<file path="src/rtl/vga_fetch.sv">
// Display-side frame fetcher: prefetches one pixel-pair word ahead of the VGA writer
// and double-buffers between two memory banks, switching only at frame boundaries.
module vga_fetch #(
  parameter int FRAME_WORDS = 153600,
  parameter int READ_LAT    = 2,
  parameter int LOG_ADDR    = 19
) (
  input  logic                clock,
  input  logic                reset,
  input  logic                frame_flag,
  input  logic                vga_flag,
  output logic [35:0]         vga_pixel,
  output logic                done_vga,
  input  logic                swap_req,
  output logic                disp_bank,
  output logic                mem_req,
  input  logic                mem_grant,
  output logic [LOG_ADDR-1:0] mem_addr,
  input  logic [35:0]         mem_rd_data,
  output logic                underrun
);

  localparam int OFF_W = LOG_ADDR - 1;
  localparam int CNT_W = $clog2(READ_LAT + 1);

  typedef enum logic [1:0] {FETCH, WAIT, IDLE} state_t;

  state_t             state, state_n;
  logic [CNT_W-1:0]   cnt, cnt_n;
  logic [OFF_W-1:0]   offset, offset_n;
  logic               bank_n;
  logic               swap_pending, pend_n;
  logic               discard, discard_n;
  logic               pf_valid, pf_valid_n;
  logic [35:0]        pf_data;
  logic               underrun_n;
  logic               done_n;
  logic               pf_load, pix_load, addr_load;
  logic               accept;

  function automatic logic [OFF_W-1:0] next_off(input logic [OFF_W-1:0] o);
    return (o == OFF_W'(FRAME_WORDS - 1)) ? '0 : o + OFF_W'(1);
  endfunction

  assign accept = mem_req && mem_grant;

  // NOTE: every variable gets its default before the case so no path leaves one
  // unassigned (which would infer a latch); blocking '=' is correct in combinational code.
  always_comb begin
    state_n    = state;
    cnt_n      = cnt;
    offset_n   = offset;
    bank_n     = disp_bank;
    pend_n     = swap_pending | swap_req;
    discard_n  = discard;
    pf_valid_n = pf_valid;
    underrun_n = underrun;
    done_n     = 1'b0;
    pf_load    = 1'b0;
    pix_load   = 1'b0;
    addr_load  = 1'b0;

    case (state)
      FETCH: begin
        if (accept) begin
          state_n = WAIT;
          cnt_n   = CNT_W'(READ_LAT);
        end
      end
      WAIT: begin
        cnt_n = cnt - CNT_W'(1);
        if (cnt == CNT_W'(1)) begin
          if (discard) begin
            discard_n = 1'b0;
            state_n   = FETCH;
            addr_load = 1'b1;
          end else begin
            pf_load    = 1'b1;
            pf_valid_n = 1'b1;
            done_n     = 1'b1;
            offset_n   = next_off(offset);
            state_n    = IDLE;
          end
        end
      end
      IDLE: begin
        if (vga_flag && pf_valid) begin
          pix_load   = 1'b1;
          pf_valid_n = 1'b0;
          state_n    = FETCH;
          addr_load  = 1'b1;
        end
      end
      default: state_n = FETCH;
    endcase

    // A request with nothing prefetched skips a word so the stream stays aligned;
    // the address already on the bus is left alone.
    if (vga_flag && !pf_valid && !frame_flag) begin
      underrun_n = 1'b1;
      offset_n   = next_off(offset_n);
    end

    // Frame boundary overrides everything else in the cycle.
    if (frame_flag) begin
      if (pend_n) begin
        bank_n = ~disp_bank;
        pend_n = 1'b0;
      end
      offset_n   = '0;
      pf_valid_n = 1'b0;
      pf_load    = 1'b0;
      pix_load   = 1'b0;
      done_n     = 1'b0;
      addr_load  = 1'b0;
      case (state)
        FETCH: begin
          if (accept) begin
            state_n   = WAIT;
            discard_n = 1'b1;
          end else begin
            state_n   = FETCH;
            addr_load = 1'b1;
          end
        end
        WAIT: begin
          if (cnt == CNT_W'(1)) begin
            state_n   = FETCH;
            discard_n = 1'b0;
            addr_load = 1'b1;
          end else begin
            state_n   = WAIT;
            discard_n = 1'b1;
          end
        end
        default: begin
          state_n   = FETCH;
          addr_load = 1'b1;
        end
      endcase
    end
  end

  // NOTE: state registers use non-blocking '<=' so all flops update together at the edge.
  always_ff @(posedge clock or negedge reset) begin
    if (!reset) begin
      state        <= FETCH;
      cnt          <= '0;
      offset       <= '0;
      disp_bank    <= 1'b0;
      swap_pending <= 1'b0;
      discard      <= 1'b0;
      pf_valid     <= 1'b0;
      underrun     <= 1'b0;
      done_vga     <= 1'b0;
      mem_req      <= 1'b0;
      mem_addr     <= '0;
      vga_pixel    <= '0;
    end else begin
      state        <= state_n;
      cnt          <= cnt_n;
      offset       <= offset_n;
      disp_bank    <= bank_n;
      swap_pending <= pend_n;
      discard      <= discard_n;
      pf_valid     <= pf_valid_n;
      underrun     <= underrun_n;
      done_vga     <= done_n;
      mem_req      <= (state_n == FETCH);
      if (addr_load) mem_addr <= {bank_n, offset_n};
      if (pix_load)  vga_pixel <= pf_data;
    end
  end

  // NOTE: pf_data is a pure data register qualified by pf_valid, so it carries no reset.
  always_ff @(posedge clock) begin
    if (pf_load) pf_data <= mem_rd_data;
  end

endmodule

</file>
<file path="config.mk">
export PLATFORM = sky130hd
export DESIGN_NAME = vga_fetch
export DESIGN_NICKNAME = d
export VERILOG_FILES = /design/src/rtl/vga_fetch.sv
export SDC_FILE = /design/constraint.sdc
export NUM_CORES = 1
export LEC_CHECK = 0
export CAP_MARGIN = 20
export CORE_AREA = 2 2 100 121
export DETAILED_ROUTE_END_ITERATION = 8
export DIE_AREA = 0 0 102 123
export HOLD_SLACK_MARGIN = 0.05
export PLACE_DENSITY = 0.8
export REMOVE_ABC_BUFFERS = 1
export SLEW_MARGIN = 25
export SYNTH_ARGS = -nofsm -noshare
export SYNTH_HDL_FRONTEND = slang
export SYNTH_SLANG_ARGS = --single-unit
</file>
<file path="constraint.sdc">
create_clock -name clock -period 4.1 [get_ports clock]
set_clock_uncertainty 0.15 [all_clocks]
set_input_delay 1.23 -clock clock [delete_from_list [all_inputs] [get_ports clock]]
set_output_delay 1.23 -clock clock [all_outputs]
set_load 0.05 [all_outputs]
</file>
# Word-level counts from Yosys, hierarchy flattened
# Cells that the tools add are included.
# W data, S select, Z words.
# totals
in_bits	42
register_bits	120
# classes
eq_ne	9
addsub	3
n_reduce_logical	12
muxes	46
bitwise_logic	2
# op_table
cell	count
$mux W18	7
$add A18 B1 Y18 const B	2
$eq A18 B18 Y1 const B	2
$mux W1	26
$mux W2	6
$ne A3 B3 Y1 const B	3
$pmux W1 S2	4
$pmux W2 S2	2
$pmux W2 S3	1
$eq A2 B1 Y1 const B	2
$logic_and A1 B1 Y1	4
$logic_not A2 Y1	2
$reduce_and A4 Y1	1
$reduce_bool A3 Y1	1
$eq A2 B2 Y1 const B	1
$logic_not A1 Y1	2
$ne A2 B2 Y1 const B	1
$reduce_and A2 Y1	1
$reduce_bool A2 Y1	1
$sub A2 B1 Y2 const B	1
$not A1 Y1	1
$or A1 B1 Y1	1

# Longest topological paths before layout
# logic_depth
ltp_word	9
mapped_depth	16
mapped_depth_nobuf	13

# Least setup slack after synthesis
# OpenSTA, ideal clock, no wires.
# synth_timing
path_type	input -> register
from	input port frame_flag
to	register pf_data[0], enable pin
path_buffers	2
t_required_ps	3520
arrival_ps	3158
setup_time_ps	430
setup_slack_ps	361
cell_stages	3
cell_sequence	clkbuf_1 -> clkbuf_1 -> nor2_1
# synth_between
elab_chain_cells	1
# synth_rtl
element	line	rtl
start, declared	10	input logic frame_flag,
$mux W1	-	
net done_n	37	logic done_n;
end signal, assigned	177	if (pf_load) pf_data <= mem_rd_data;
end, declared	35	logic [35:0] pf_data;
# The timed path passes the listed nets, and every way through them passes these cells.
# A chain may end at the register's enable or synchronous reset.

# Final worst setup path
# layout_timing
from	register offset[0]
to	register mem_addr[0]
# layout_between
elab_chain_cells	9
word_cells_on_any_way	11
cone_classes	add/sub (2); eq/ne (2); mux (7)
# layout_rtl
element	line	rtl
start, declared	30	logic [OFF_W-1:0] offset, offset_n;
start signal, assigned	162	offset <= offset_n;
$add A18 B1 Y18 or $eq A18 B18 Y1 (tied branches)	42	return (o == OFF_W'(FRAME_WORDS - 1)) ? '0 : o + OFF_W'(1);
$mux W18	42	
$mux W18	73	if (discard) begin
$mux W18	72	if (cnt == CNT_W'(1)) begin
$mux W18 *	63	case (state)
$add A18 B1 Y18 or $eq A18 B18 Y1 (tied branches)	42	
$mux W18	42	
$mux W18 *	99	if (vga_flag && !pf_valid && !frame_flag) begin
$mux W18 *	105	if (frame_flag) begin
end signal, assigned	170	if (addr_load) mem_addr <= {bank_n, offset_n};
end, declared	18	output logic [LOG_ADDR-1:0] mem_addr,
# Mark *: on every way between the ends. The rest lies on a longest branch, timed or not.

==> summary.md <==
| Metric | Value |
|---|---|
| GRT overflow | 0 |
| Final Hold Fails | 0 |
| Slew headroom | 54.5% |
| Root Buffer | clkbuf_16 |
| Core Area | roughly 0.011 mm^2 |
| Largest net degree at the start of global routing | 85 |
| GRT Util Overall | ~22% |
| CTS tree | yes |
| WS Path Type | reg -> reg |
| Design area | between 0.007 and 0.008 mm^2 |
| Vias | between 4000 and 5000 |
| Post-DR wirelength/cell | roughly 18 um |
| WL final | between 10000 and 15000 um |
| CTS buffer count | 17 |
| Most common cell in the synthesized netlist | dfrtp_1 |
| Syn_area_per_cell | 12.3 um^2 |
| Ys async rst share | 70.0% |
| Crit-path cells | ha_1 -> and4_1 -> and4b_1 -> and2_1 -> nor2_1 -> a22o_1 -> ha_1 -> and2_1 -> o2111ai_1 -> nand4bb_1 -> nor2_1 -> a41o_4 -> o31ai_1 |
| Post-synth EDFFs | 36 |
| Initial antenna violation count | 0 |
| Antenna Cells | 0 |
| H-tree levels | 4 |
| Postcts setup bufs | 0 |
| Setup TNS | 0 ns |
| RSZ-0062 raised after global routing | false |
| First-pass GRT wire length | roughly 21000 um |
| Synth area leaders | dfrtp_1, edfxtp_1, mux2_2 |
| Max-Cap Viols | 0 |
| Worst path bufs/invs | 0 |
| Status | finished, final reports clean |
| Post-synth top area cell | dfrtp_1 |
| Initial Util | roughly half |
| Yosys cell types | between 60 and 70 |
| # DRC | 0 |
| Cell Pwr Density | 461 mW/mm^2 |
| Layout cells sized above 1 | between 10% and 20% |
| Die Y | about 120 um |
| Die area | approximately 0.013 mm^2 |
| Io pins | between 100 and 150 |
| Cts repair resizes | 0 |
| Max Buffers Root-to-Sink | 2 |
| Critical Path Slowest Stage Cell | dfrtp_1 |
| Post-Syn Area | between 0.005 and 0.006 mm^2 |
| Vias in the first global route | between 4000 and 5000 |
| # nets final | 605 |
| Worst-Margin Slew | 0.681 ns |
| DP Wirelength | approximately 8500 um |
| Crit path DAT | roughly 3.9 ns |
| Placed Instance Area | between 0.006 and 0.007 mm^2 |
| Startpoint Class | register |
| Crit end category | register |
| Vias per cell | between 5 and 6 |
| GPL Wtd Cong | slightly below 1 |
| Max Clk Rate | between 200 and 300 MHz |
| Maximum VDD drop | approximately 330 uV |
| Fillers | 893 |
| Die Wd | ~100 um |
| Dominant synthesized flop cell | dfrtp_1 |
| # rows | 43 |
| Clock latency at the later pin of the worst-skew pair | a little over 0.4 ns |
| Synth warn | 0 |
| Tightest Hold Check Type | reg -> reg |
| Sequential area share after synthesis | roughly 58% |
| Max incr delay on CP | a little under 0.5 ns |
| Area Growth Syn to Fin | 32.4% |
| Min Tclk post-route | 3.74 ns |
| Drt pass-1 iters | 5 |
| Remaining antenna violation count | 0 |
| Worst path required time | 4.23 ns |
| Final Hold Slack | roughly 0.32 ns |
| Crit path max fanout | 32 |
| Sink Count | 120 |
| Initial drt markers | between 200 and 300 |
| Synth Register Bits | 120 |
| CTS hold repair buffers | 0 |
| Final Slew Violations | 0 |
| Delay-heaviest family, CP | simple AND/OR/NAND/NOR gates |
| Leakage power | around 3.0 nW |
| Synth cell count leaders | dfrtp_1, nand2_1, mux2_2 |
| CTS clk-pin slew, worst paths | about 0.060 ns |
| Synthesized instance count | 450 |
| Final setup violation count | 0 |
| Period utilisation layout | 91.1% |
| Area share of the leading cell type in the synthesized netlist | between 30% and 40% |
| Port-buffer cells | 100 |
[placed cells by master (no fill, tap or decap), types with 10 or more instances in the layout]
cell             netlist  layout
buf_4                  3      12
clkdlybuf4s50_1        0      99
mux2_2                38      38
edfxtp_1              36      36
xnor2_1               16      16
dfrtp_1               84      84
clkbuf_16              0      17
nor2_1                33      32
o31ai_1               10      10
nand2_1               39      39
nor3_1                15      15
[metrics by stage]
stage          power (W)  std cells  utilization, %  setup slack, ns
2_1_floorplan    0.00165        425               -           -0.565
3_3_place_gp     0.00185        694            58.8            0.294
3_5_place_dp     0.00187        694            58.8            0.217
4_1_cts          0.00341        726            64.2            0.423
5_1_grt          0.00351        726            64.2           0.0895
6_report         0.00338        726            64.2            0.364
[cells by family after synthesis]
kind of cell | Yosys count | share of synthesized area [%]
buf+inv | 34 | 3.03
mux | 41 | 8.27
compound gates | 64 | 9.16
flops | 120 | 57.5
fa+ha+maj | 7 | 1.58
xor+xnor | 24 | 3.80
simple gates | 160 | 16.6
[area by class of cell]
cell class,count,area [um^2],area share (%)
sequential,120,3180,43.4
inverter,9,33.8,0.461
timing repair buffer,112,1100,15.0
tap,157,196,2.68
clock buffer,17,425,5.81
multi-input combinational,296,2200,30.0
clock inverter,15,190,2.60
[registers in the layout, indices dropped and copies added, names as in the netlist]
signal and count:
state 2, mem_req 1, mem_addr 19, pf_valid 1
underrun 1, vga_pixel 36, offset 18, pf_data 36
disp_bank 1, discard 1, swap_pending 1, done_vga 1
cnt 2
[worst register-to-register path, delay by kind of cell (launching register included)]
family | cells | cell delay [ns]
AOI/OAI and AO/OA | 4 | 0.96
adders and majority gates | 2 | 0.43
DFF | 1 | 0.49
and+or+nand+nor | 7 | 1.59
[metal layers]
| layer | up-vias | global-route usage [%] | part of all wire [%] |
|---|---|---|---|
| met1 | 1970 | 26.6 | 40 |
| met4 | 0 | 8.25 | 1.9 |
| met2 | 186 | 35.1 | 49 |
| met3 | 24 | 8.54 | 9.5 |
| met5 | - | 0 | 0 |
| li1 | 1868 | - | - |
[where the power goes]
part / total [W] / internal [W] / switching, W
clock network: 0.00154 / 0.000968 / 0.000567
registers: 0.00134 / 0.00129 / 0.0000486
logic: 0.000504 / 0.000198 / 0.000306
total: 0.00338 / 0.00245 / 0.000922
[path summary, 6_finish.rpt]
| check | slack, ns | from | depth (start not counted) | end |
|---|---|---|---|---|
| setup / recovery | 0.36 | offset[0] | 13 | mem_addr[0] |
| hold / removal | 0.32 | pf_data[21] | 1 | vga_pixel[21] |
| setup reg to reg | 0.36 | offset[0] | 13 | mem_addr[0] |
| hold reg to reg | 0.32 | pf_data[21] | 1 | vga_pixel[21] |
| max in group asynchronous | 2.73 | reset | 2 | done_vga |
| min in group asynchronous | 0.69 | reset | 2 | mem_addr[0] |
No activity file was read; power rests on OpenSTA's default activity.
